==> src/rtl/uart_pkg.sv <==
// Shared types and constants for the UART receive front end.
// Divisors are tabulated for a 50 MHz reference clock and rescaled for other clock rates.
package uart_pkg;

  typedef enum logic [1:0] {
    BAUD24  = 2'd0,
    BAUD48  = 2'd1,
    BAUD96  = 2'd2,
    BAUD192 = 2'd3
  } baud_e;

`ifdef UART_RX_PARITY_EN
  typedef enum logic [2:0] {
    ST_IDLE   = 3'd0,
    ST_START  = 3'd1,
    ST_DATA   = 3'd2,
    ST_PARITY = 3'd3,
    ST_STOP   = 3'd4
  } rx_state_e;
`else
  typedef enum logic [1:0] {
    ST_IDLE  = 2'd0,
    ST_START = 2'd1,
    ST_DATA  = 2'd2,
    ST_STOP  = 2'd3
  } rx_state_e;
`endif

  localparam int unsigned REF_CLK_HZ = 32'd50_000_000;
  localparam int unsigned OVERSAMPLE = 32'd16;
  localparam int unsigned RX_DIV [4] = '{32'd1302, 32'd651, 32'd326, 32'd163};

  // Rescale a reference divisor to clk_hz, rounding to nearest; never below 2.
  function automatic int unsigned scaled_div(input int unsigned clk_hz, input int unsigned sel);
    longint unsigned num;
    longint unsigned quo;
    num = 64'(RX_DIV[sel]) * 64'(clk_hz) + 64'(REF_CLK_HZ / 32'd2);
    quo = num / 64'(REF_CLK_HZ);
    if (quo < 64'd2) begin
      return 32'd2;
    end else begin
      return 32'(quo);
    end
  endfunction

  function automatic logic parity_of(input logic [31:0] data);
    return ^data;
  endfunction

endpackage

==> src/rtl/uart_rx_baud_tick.sv <==
// Oversample tick generator: latches the baud select while the receiver is idle and
// emits one registered tick per divisor period.
module uart_rx_baud_tick
  import uart_pkg::*;
#(
  parameter int unsigned CLK_HZ = REF_CLK_HZ
) (
  input  logic       clock,
  input  logic       reset_n,
  input  logic [1:0] baud_rate,
  input  logic       idle,
  output logic       tick
);

  localparam int unsigned DIV_B24  = scaled_div(CLK_HZ, 32'd0);
  localparam int unsigned DIV_B48  = scaled_div(CLK_HZ, 32'd1);
  localparam int unsigned DIV_B96  = scaled_div(CLK_HZ, 32'd2);
  localparam int unsigned DIV_B192 = scaled_div(CLK_HZ, 32'd3);
  localparam int unsigned CW       = (DIV_B24 > 32'd2) ? $clog2(DIV_B24) : 32'd1;

  localparam logic [CW-1:0] DIV_M1 [4] = '{
    CW'(DIV_B24 - 32'd1), CW'(DIV_B48 - 32'd1), CW'(DIV_B96 - 32'd1), CW'(DIV_B192 - 32'd1)
  };

  baud_e         baud_q, baud_d;
  logic [CW-1:0] cnt_q, cnt_d;
  logic          tick_q, tick_d;

  always_comb begin
    baud_d = baud_q;
    cnt_d  = cnt_q;
    tick_d = 1'b0;
    if (idle && (baud_e'(baud_rate) != baud_q)) begin
      // A new rate restarts the divider so the first tick gets a full period.
      baud_d = baud_e'(baud_rate);
      cnt_d  = '0;
    end else if (cnt_q == DIV_M1[baud_q]) begin
      cnt_d  = '0;
      tick_d = 1'b1;
    end else begin
      cnt_d = cnt_q + CW'(1);
    end
  end

  always_ff @(posedge clock) begin
    if (!reset_n) begin
      baud_q <= BAUD24;
      cnt_q  <= '0;
      tick_q <= 1'b0;
    end else begin
      baud_q <= baud_d;
      cnt_q  <= cnt_d;
      tick_q <= tick_d;
    end
  end

  assign tick = tick_q;

endmodule

==> src/rtl/uart_rx_oversampler.sv <==
// UART receiver: 16x oversampled start/data/stop framing with a valid/ready byte output.
// Define UART_RX_PARITY_EN to add a parity bit (parity_odd selects odd) and parity_err.
module uart_rx_oversampler #(
  parameter int unsigned CLK_HZ     = uart_pkg::REF_CLK_HZ,
  parameter int unsigned OVERSAMPLE = uart_pkg::OVERSAMPLE,
  parameter int unsigned DATA_BITS  = 32'd8
) (
  input  logic                 clock,
  input  logic                 reset_n,
  input  logic [1:0]           baud_rate,
  input  logic                 rx,
  input  logic                 rx_ready,
`ifdef UART_RX_PARITY_EN
  input  logic                 parity_odd,
  output logic                 parity_err,
`endif
  output logic [DATA_BITS-1:0] rx_data,
  output logic                 rx_valid,
  output logic                 busy,
  output logic                 frame_err,
  output logic                 overrun_err
);
  import uart_pkg::*;

  localparam int unsigned SW = $clog2(OVERSAMPLE);
  localparam int unsigned IW = (DATA_BITS > 32'd1) ? $clog2(DATA_BITS) : 32'd1;
  localparam logic [SW-1:0] SCNT_MID  = SW'(OVERSAMPLE / 32'd2 - 32'd1);
  localparam logic [SW-1:0] SCNT_LAST = SW'(OVERSAMPLE - 32'd1);
  localparam logic [IW-1:0] IDX_LAST  = IW'(DATA_BITS - 32'd1);

  logic                 rx_meta_q, rx_s_q;
  rx_state_e            state_q, state_d;
  logic [SW-1:0]        scnt_q, scnt_d;
  logic [IW-1:0]        idx_q, idx_d;
  logic [DATA_BITS-1:0] shift_q, shift_d;
  logic [DATA_BITS-1:0] rx_data_q, rx_data_d;
  logic                 rx_valid_q, rx_valid_d;
  logic                 busy_q, busy_d;
  logic                 frame_err_q, frame_err_d;
  logic                 overrun_err_q, overrun_err_d;
  logic                 armed_q, armed_d;
  logic                 tick_s;
  logic                 accept_s;
  logic                 parity_bad_s;
`ifdef UART_RX_PARITY_EN
  logic                 pbit_q, pbit_d;
  logic                 parity_err_q, parity_err_d;
`endif

  uart_rx_baud_tick #(
    .CLK_HZ(CLK_HZ)
  ) u_baud_tick (
    .clock    (clock),
    .reset_n  (reset_n),
    .baud_rate(baud_rate),
    .idle     (state_q == ST_IDLE),
    .tick     (tick_s)
  );

  assign accept_s = rx_valid_q && rx_ready;

`ifdef UART_RX_PARITY_EN
  assign parity_bad_s = parity_of(32'(shift_q)) ^ pbit_q ^ parity_odd;
`else
  assign parity_bad_s = 1'b0;
`endif

  always_comb begin
    state_d       = state_q;
    scnt_d        = scnt_q;
    idx_d         = idx_q;
    shift_d       = shift_q;
    rx_data_d     = rx_data_q;
    armed_d       = armed_q;
    frame_err_d   = 1'b0;
    overrun_err_d = 1'b0;
`ifdef UART_RX_PARITY_EN
    pbit_d        = pbit_q;
    parity_err_d  = 1'b0;
`endif
    if (accept_s) begin
      rx_valid_d = 1'b0;
    end else begin
      rx_valid_d = rx_valid_q;
    end

    case (state_q)
      ST_IDLE: begin
        // After a break the line must be seen high before another start can begin.
        if (rx_s_q) begin
          armed_d = 1'b1;
        end else begin
          armed_d = armed_q;
        end
        if (tick_s && !rx_s_q && armed_q) begin
          state_d = ST_START;
          scnt_d  = '0;
          armed_d = 1'b0;
        end else begin
          state_d = ST_IDLE;
        end
      end
      ST_START: begin
        if (tick_s && (scnt_q == SCNT_MID)) begin
          if (rx_s_q) begin
            state_d = ST_IDLE;
          end else begin
            state_d = ST_DATA;
            scnt_d  = '0;
            idx_d   = '0;
          end
        end else if (tick_s) begin
          scnt_d = scnt_q + SW'(1);
        end else begin
          scnt_d = scnt_q;
        end
      end
      ST_DATA: begin
        if (tick_s && (scnt_q == SCNT_LAST)) begin
          shift_d[idx_q] = rx_s_q;
          scnt_d         = '0;
          if (idx_q == IDX_LAST) begin
`ifdef UART_RX_PARITY_EN
            state_d = ST_PARITY;
`else
            state_d = ST_STOP;
`endif
          end else begin
            idx_d = idx_q + IW'(1);
          end
        end else if (tick_s) begin
          scnt_d = scnt_q + SW'(1);
        end else begin
          scnt_d = scnt_q;
        end
      end
`ifdef UART_RX_PARITY_EN
      ST_PARITY: begin
        if (tick_s && (scnt_q == SCNT_LAST)) begin
          pbit_d  = rx_s_q;
          scnt_d  = '0;
          state_d = ST_STOP;
        end else if (tick_s) begin
          scnt_d = scnt_q + SW'(1);
        end else begin
          scnt_d = scnt_q;
        end
      end
`endif
      ST_STOP: begin
        if (tick_s && (scnt_q == SCNT_LAST)) begin
          state_d = ST_IDLE;
          scnt_d  = '0;
`ifdef UART_RX_PARITY_EN
          parity_err_d = parity_bad_s;
`endif
          if (!rx_s_q) begin
            frame_err_d = 1'b1;
          end else if (parity_bad_s) begin
            rx_data_d = rx_data_q;
          end else if (rx_valid_q && !rx_ready) begin
            overrun_err_d = 1'b1;
          end else begin
            // Slot is free, or is being emptied this very cycle.
            rx_data_d  = shift_q;
            rx_valid_d = 1'b1;
          end
        end else if (tick_s) begin
          scnt_d = scnt_q + SW'(1);
        end else begin
          scnt_d = scnt_q;
        end
      end
      default: begin
        state_d = ST_IDLE;
        scnt_d  = '0;
      end
    endcase

    busy_d = (state_d != ST_IDLE);
  end

  always_ff @(posedge clock) begin
    if (!reset_n) begin
      rx_meta_q     <= 1'b1;
      rx_s_q        <= 1'b1;
      state_q       <= ST_IDLE;
      scnt_q        <= '0;
      idx_q         <= '0;
      shift_q       <= '0;
      rx_data_q     <= '0;
      rx_valid_q    <= 1'b0;
      busy_q        <= 1'b0;
      frame_err_q   <= 1'b0;
      overrun_err_q <= 1'b0;
      armed_q       <= 1'b0;
`ifdef UART_RX_PARITY_EN
      pbit_q        <= 1'b0;
      parity_err_q  <= 1'b0;
`endif
    end else begin
      rx_meta_q     <= rx;
      rx_s_q        <= rx_meta_q;
      state_q       <= state_d;
      scnt_q        <= scnt_d;
      idx_q         <= idx_d;
      shift_q       <= shift_d;
      rx_data_q     <= rx_data_d;
      rx_valid_q    <= rx_valid_d;
      busy_q        <= busy_d;
      frame_err_q   <= frame_err_d;
      overrun_err_q <= overrun_err_d;
      armed_q       <= armed_d;
`ifdef UART_RX_PARITY_EN
      pbit_q        <= pbit_d;
      parity_err_q  <= parity_err_d;
`endif
    end
  end

  assign rx_data     = rx_data_q;
  assign rx_valid    = rx_valid_q;
  assign busy        = busy_q;
  assign frame_err   = frame_err_q;
  assign overrun_err = overrun_err_q;
`ifdef UART_RX_PARITY_EN
  assign parity_err  = parity_err_q;
`endif

endmodule

==> config.mk <==
export PLATFORM = sky130hd
export DESIGN_NAME = uart_rx_oversampler
export DESIGN_NICKNAME = d
export VERILOG_FILES = /design/src/rtl/uart_pkg.sv /design/src/rtl/uart_rx_baud_tick.sv /design/src/rtl/uart_rx_oversampler.sv
export SDC_FILE = /design/constraint.sdc
export NUM_CORES = 1
export LEC_CHECK = 0
export ABC_AREA = 0
export CAP_MARGIN = 20
export CORE_MARGIN = 2
export CORE_UTILIZATION = 57
export CTS_CLUSTER_SIZE = 8
export DETAILED_ROUTE_END_ITERATION = 10
export PLACE_DENSITY = 0.79
export SLEW_MARGIN = 20
export SYNTH_ARGS = -nofsm -noshare
export SYNTH_HDL_FRONTEND = slang
export SYNTH_SLANG_ARGS = --single-unit
==> constraint.sdc <==
create_clock -name clock -period 2.49 [get_ports clock]
set_clock_uncertainty 0.2 [all_clocks]
set_input_delay 0.3735 -clock clock [delete_from_list [all_inputs] [get_ports clock]]
set_output_delay 0.3735 -clock clock [all_outputs]
set_load 0.02 [all_outputs]
# Yosys cells after proc, flatten, opt, wreduce, memory -nomap -nowiden
# Index checks and enable logic that the tools add are counted.
[word_totals] register_bits=46 wordCells=96 in_bits=6
[classes] order_cmp=3 bitwise=3 addsub=3 n_reduce_logical=24 eq_ne=14 muxes=34
[op_table] op="$bmux 11 s2" n=1
[op_table] op="$mux 11" n=2
[op_table] op="$mux 4" n=5
[op_table] op="$mux 1" n=12
[op_table] op="$mux 3" n=4
[op_table] op="$pmux 4 s3" n=1
[op_table] op="$add 11x1->11 const B" n=1
[op_table] op="$eq 11x11->1" n=1
[op_table] op="$mux 2" n=5
[op_table] op="$ne 2x2->1 const B" n=5
[op_table] op="$bwmux 8" n=1
[op_table] op="$logic_and 1x1->1" n=8
[op_table] op="$pmux 2 s4" n=1
[op_table] op="$reduce_and 4->1" n=2
[op_table] op="$pmux 3 s2" n=1
[op_table] op="$reduce_and 2->1" n=3
[op_table] op="$reduce_bool 2->1" n=3
[op_table] op="$reduce_and 5->1" n=1
[op_table] op="$add 4x1->4 const B" n=1
[op_table] op="$eq 2x2->1 const B" n=2
[op_table] op="$eq 4x3->1 const B" n=1
[op_table] op="$eq 4x4->1 const B" n=1
[op_table] op="$lt 3x4->1 const B" n=1
[op_table] op="$reduce_or 2->1" n=2
[op_table] op="other kinds (14)" n=16

# Longest topological paths before layout
[depth] ltp_word=6 ltp_mapped=7 depth_no_buf=7

# Hierarchy
# From an unflattened synthesis, not the netlist that was laid out.
[unflattened] cells_unflattened=248 hier_area_um2=2334.7
[modules_own_cells] module="uart_rx_oversampler" cells_each=162 area_per_inst_um2=1531.5 n_inst=1
[modules_own_cells] module="uart_rx_baud_tick" cells_each=86 area_per_inst_um2=803.3 n_inst=1

# Worst setup path after synthesis
# Ideal clock, no wire load.
[synth_timing] kind="reg-to-reg" start="reg scnt_q[0]" end="reg rx_data_q[0] (netlist: rx_data[0])" slack_ns=0.654 t_required_ns=2.218 path_buffers=1 stages_incl_launch_ff=8 arrival_time_ns=1.564 cell_sequence="dfxtp_1 -> ha_1 -> and3_4 -> and3_4 -> and3_4 -> nor2b_4 -> buf_8 -> mux2i_1"
[synth_between] elab_chain_cells=3
[synth_rtl] item="start: declaration" line_no="uart_rx_oversampler.sv:33" text="logic [SW-1:0] scnt_q, scnt_d;"
[synth_rtl] item="start signal: assignment" line_no="uart_rx_oversampler.sv:205" text="scnt_q <= scnt_d;"
[synth_rtl] item="$eq 4x4->1" line_no="uart_rx_oversampler.sv:151" text="if (tick_s && (scnt_q == SCNT_LAST)) begin"
[synth_rtl] item="$logic_and 1x1->1" line_no="uart_rx_oversampler.sv:151"
[synth_rtl] item="$reduce_and 4->1 (no line)"
[synth_rtl] item="end signal: assignment" line_no="uart_rx_oversampler.sv:208" text="rx_data_q <= rx_data_d;"
[synth_rtl] item="end: declaration" line_no="uart_rx_oversampler.sv:36" text="logic [DATA_BITS-1:0] rx_data_q, rx_data_d;"
# No other way between the ends.
# A chain may end at the register's enable or synchronous reset.

# Final worst setup path
[layout_timing] start="reg scnt_q[0]" end="reg rx_data_q[7] (netlist: rx_data[7])"
# Same word-level chain as after synthesis.

==> results_dict.tcl <==
set metrics [dict create \
    post_synth.cell_area_avg_um2 8.89 \
    vias_per_cell 5.38 \
    ioPinCount 18 \
    placement.setup.worst_slack_ns 0.395 \
    run_status "finished clean" \
    tritoncts "yes" \
    startpoint_type "flop" \
    floorplan.initialDensity_pct 59.2 \
    die_width_um 65.4 \
    maximum_number_of_pins_on_one_net_before_global_route_repair 15 \
    numPortBuffers 17 \
    min_period_ns 2.13 \
    postRouteWirelength_mm 3.84 \
    route.vias.total 1635 \
    dr_iter_0_viols 92 \
    synthToLayoutAreaGrowth_pct 13.1 \
    cts-buffers-inserted 5 \
    fillers 322 \
    min_path_type "flop to flop" \
    grt_pass1_wl_mm 6.58 \
    grt_pass1_vias 1461 \
    design.die.area_um2 4280 \
    finalWorstSetupSlack_ns 0.365 \
    p_leak_nw 0.911 \
    cts.hold.buffers_added 0 \
    clock-sinks 46 \
    timing.critical_path.cells "ha_1 > and3_4 > and3_4 > and3_4 > nor2b_4 > mux2i_1" \
    synth.area.top_cells "dfxtp_1 43%, mux2i_1 7.4%, nand2_1 5.9%, nor2_1 4.5%, xor2_1 3.3%" \
    timing.critical_path.slowest_stage_cell "dfxtp_1" \
    final_core_util_pct 67.0 \
    tightest_slew_ns 0.381 \
    worst_slew_margin_rel_pct 74.5 \
    routabilityCongestion 0.878 \
    critPathCaptureType "flop" \
    hold_violations 0 \
    synth.net_count 252 \
    gr-usage-all-layers_pct 19.6 \
    layout_common_cells "46 x dfxtp_1, 34 x nand2_1, 26 x nor2_1" \
    hold_path.startpoint "rx_meta_q" \
    cell_count_after_synthesis 242 \
    async_flop_share_pct 0 \
    clk_latency_ns 0.30 \
    rsz0062_at_grt "no" \
    powerDensity_nw_per_um2 551 \
    max_stage_delay_ns 0.38 \
    regToRegStartpoint "scnt_q[0]" \
    post_route_cells_drive_above_1_share_pct 9.77 \
    clk_pin_slew_worst_paths_ns 0.09 \
    layout_nets 265 \
    critical_path.max_fanout 8 \
    finalHoldWorstSlack_ns 0.238 \
    cts-htree-levels 2 \
    antenna_left 0 \
    synth.yosys.seq_area_share_pct 42.8 \
    antenna_cells_inserted 0 \
    drcViolationCount 0 \
    max-clock-path-buffers 2 \
    start_point_of_the_critical_path "scnt_q[0]" \
    fin_crit_sh_pct 85.3 \
    grt_ovf 0 \
    peakVddDrop_mv 0.655 \
    finalMaxSlewViolations 0 \
    antenna_found_initial 0 \
    drt-wirelength-per-cell_um 12.6 \
    fmax_ghz 0.471 \
    die_h_um 65.4 \
    postCtsSetupRepairBufs 0 \
    leading_cell_type_in_the_layout_fill_and_taps_excluded "dfxtp_1" \
    post_synthesis_register_bit_count 46 \
    totalNegativeSetupSlack_ns 0 \
    num_rows 22 \
    post-synth-top-area-fraction_pct 42.8 \
    ctsRootBufferMaster "clkbuf_8" \
    critical_path_arrival_ns 2.14 \
    finalSetupViolCount 0 \
    synth_top_cell_by_area "dfxtp_1" \
    ys_dominant_reg_cell "dfxtp_1" \
    cap_violations 0 \
    worst-endpoint-required_ns 2.50 \
    netlist-cell-type-count 50 \
    netlist_area_um2 2150 \
    core_region_area_um2 3630 \
    detailed_place_hpwl_mm 2.67 \
    synth_enable_flop_cells 0 \
    cts_resized 0 \
    cpMostUsedCell "and3_4" \
    timing_worst_setup_path_type "flop to flop" \
    synth-warning-count 0 \
    detail_route.first_pass.iterations 4 \
]
[state kept, by name, indices dropped and copies added, names as in the netlist]
register,cells
u_baud_tick.cnt_q,11
rx_data,8
shift_q,8
scnt_q,4
idx_q,3
state_q,2
u_baud_tick.baud_q,2
armed_q,1
busy,1
frame_err,1
overrun_err,1
rx_meta_q,1
rx_s_q,1
rx_valid,1
u_baud_tick.tick,1
[through the flow]
step | instance area (um2) | cells | total power, W
6_report | 2430 | 304 | 0.00134
5_1_grt | 2430 | 304 | 0.00140
4_1_cts | 2430 | 304 | 0.00135
3_5_place_dp | 2320 | 296 | 0.000816
3_3_place_gp | 2320 | 296 | 0.000815
2_1_floorplan | 2150 | 242 | 0.000798
[cells in the mapped netlist, drive strengths merged, types with 2 or more instances]
library cell,instances
a211oi,2
a21oi,6
a22o,2
a31o,2
a31oi,4
and3,8
buf,8
clkbuf,7
dfxtp,46
ha,4
inv,7
mux2i,16
nand2,34
nand2b,3
nand3,10
nand3b,3
nand4,2
nand4b,2
nor2,26
nor2b,3
nor3,5
nor3b,4
o21ai,7
or2,2
or3,2
xnor2,5
xor2,8
[final cells by class]
type	count	area, um2	share of cell area [%]
Clock inverter	2	37.5	1.54
Tap cell	48	60.1	2.47
Multi-Input combinational cell	174	1120	45.9
Sequential cell	46	921	37.8
Inverter	7	26.3	1.08
Clock buffer	6	72.6	2.98
Timing Repair Buffer	21	200	8.22
[kinds of logic (layout without fill, tap and decap cells)]
group,after synthesis,in the layout,share of synthesized area [%]
AOI/OAI and AO/OA,34,34,10.8
xor gates and xnor gates,13,13,5.29
adders and majority gates,4,4,2.33
buffers and inverters,22,36,5.29
DFF,46,46,42.8
muxes,17,17,7.96
and+or+nand+nor,106,106,25.5
[worst max-delay path: cells and delay by family, from the launching register on]
| family | cells | cell delay, ns |
|---|---|---|
| and+or+nand+nor | 4 | 0.94 |
| DFF | 1 | 0.38 |
| muxes | 1 | 0.27 |
| adders and majority gates | 1 | 0.25 |
[final timing paths]
kind,end,slack [ns],depth (start not counted)
worst max register to register,rx_data[7],0.36,6
worst max-delay path,rx_data[7],0.36,6
worst min-delay path,rx_s_q,0.24,1
worst min register to register,rx_s_q,0.24,1
[routing by layer]
layer	GRT usage (%)	part of all wire, %	vias to the layer above
met5	0	0	-
met4	3.91	0.31	0
met3	5.65	4.2	2
met2	31.9	46	32
met1	26.0	50	744
li1	-	-	857
[power by group]
group           total, W  internal, W  switching (W)
clock network   0.000542     0.000299       0.000243
registers       0.000750     0.000741     0.00000938
logic          0.0000488    0.0000226      0.0000262
(Power assumes the default switching activity.)
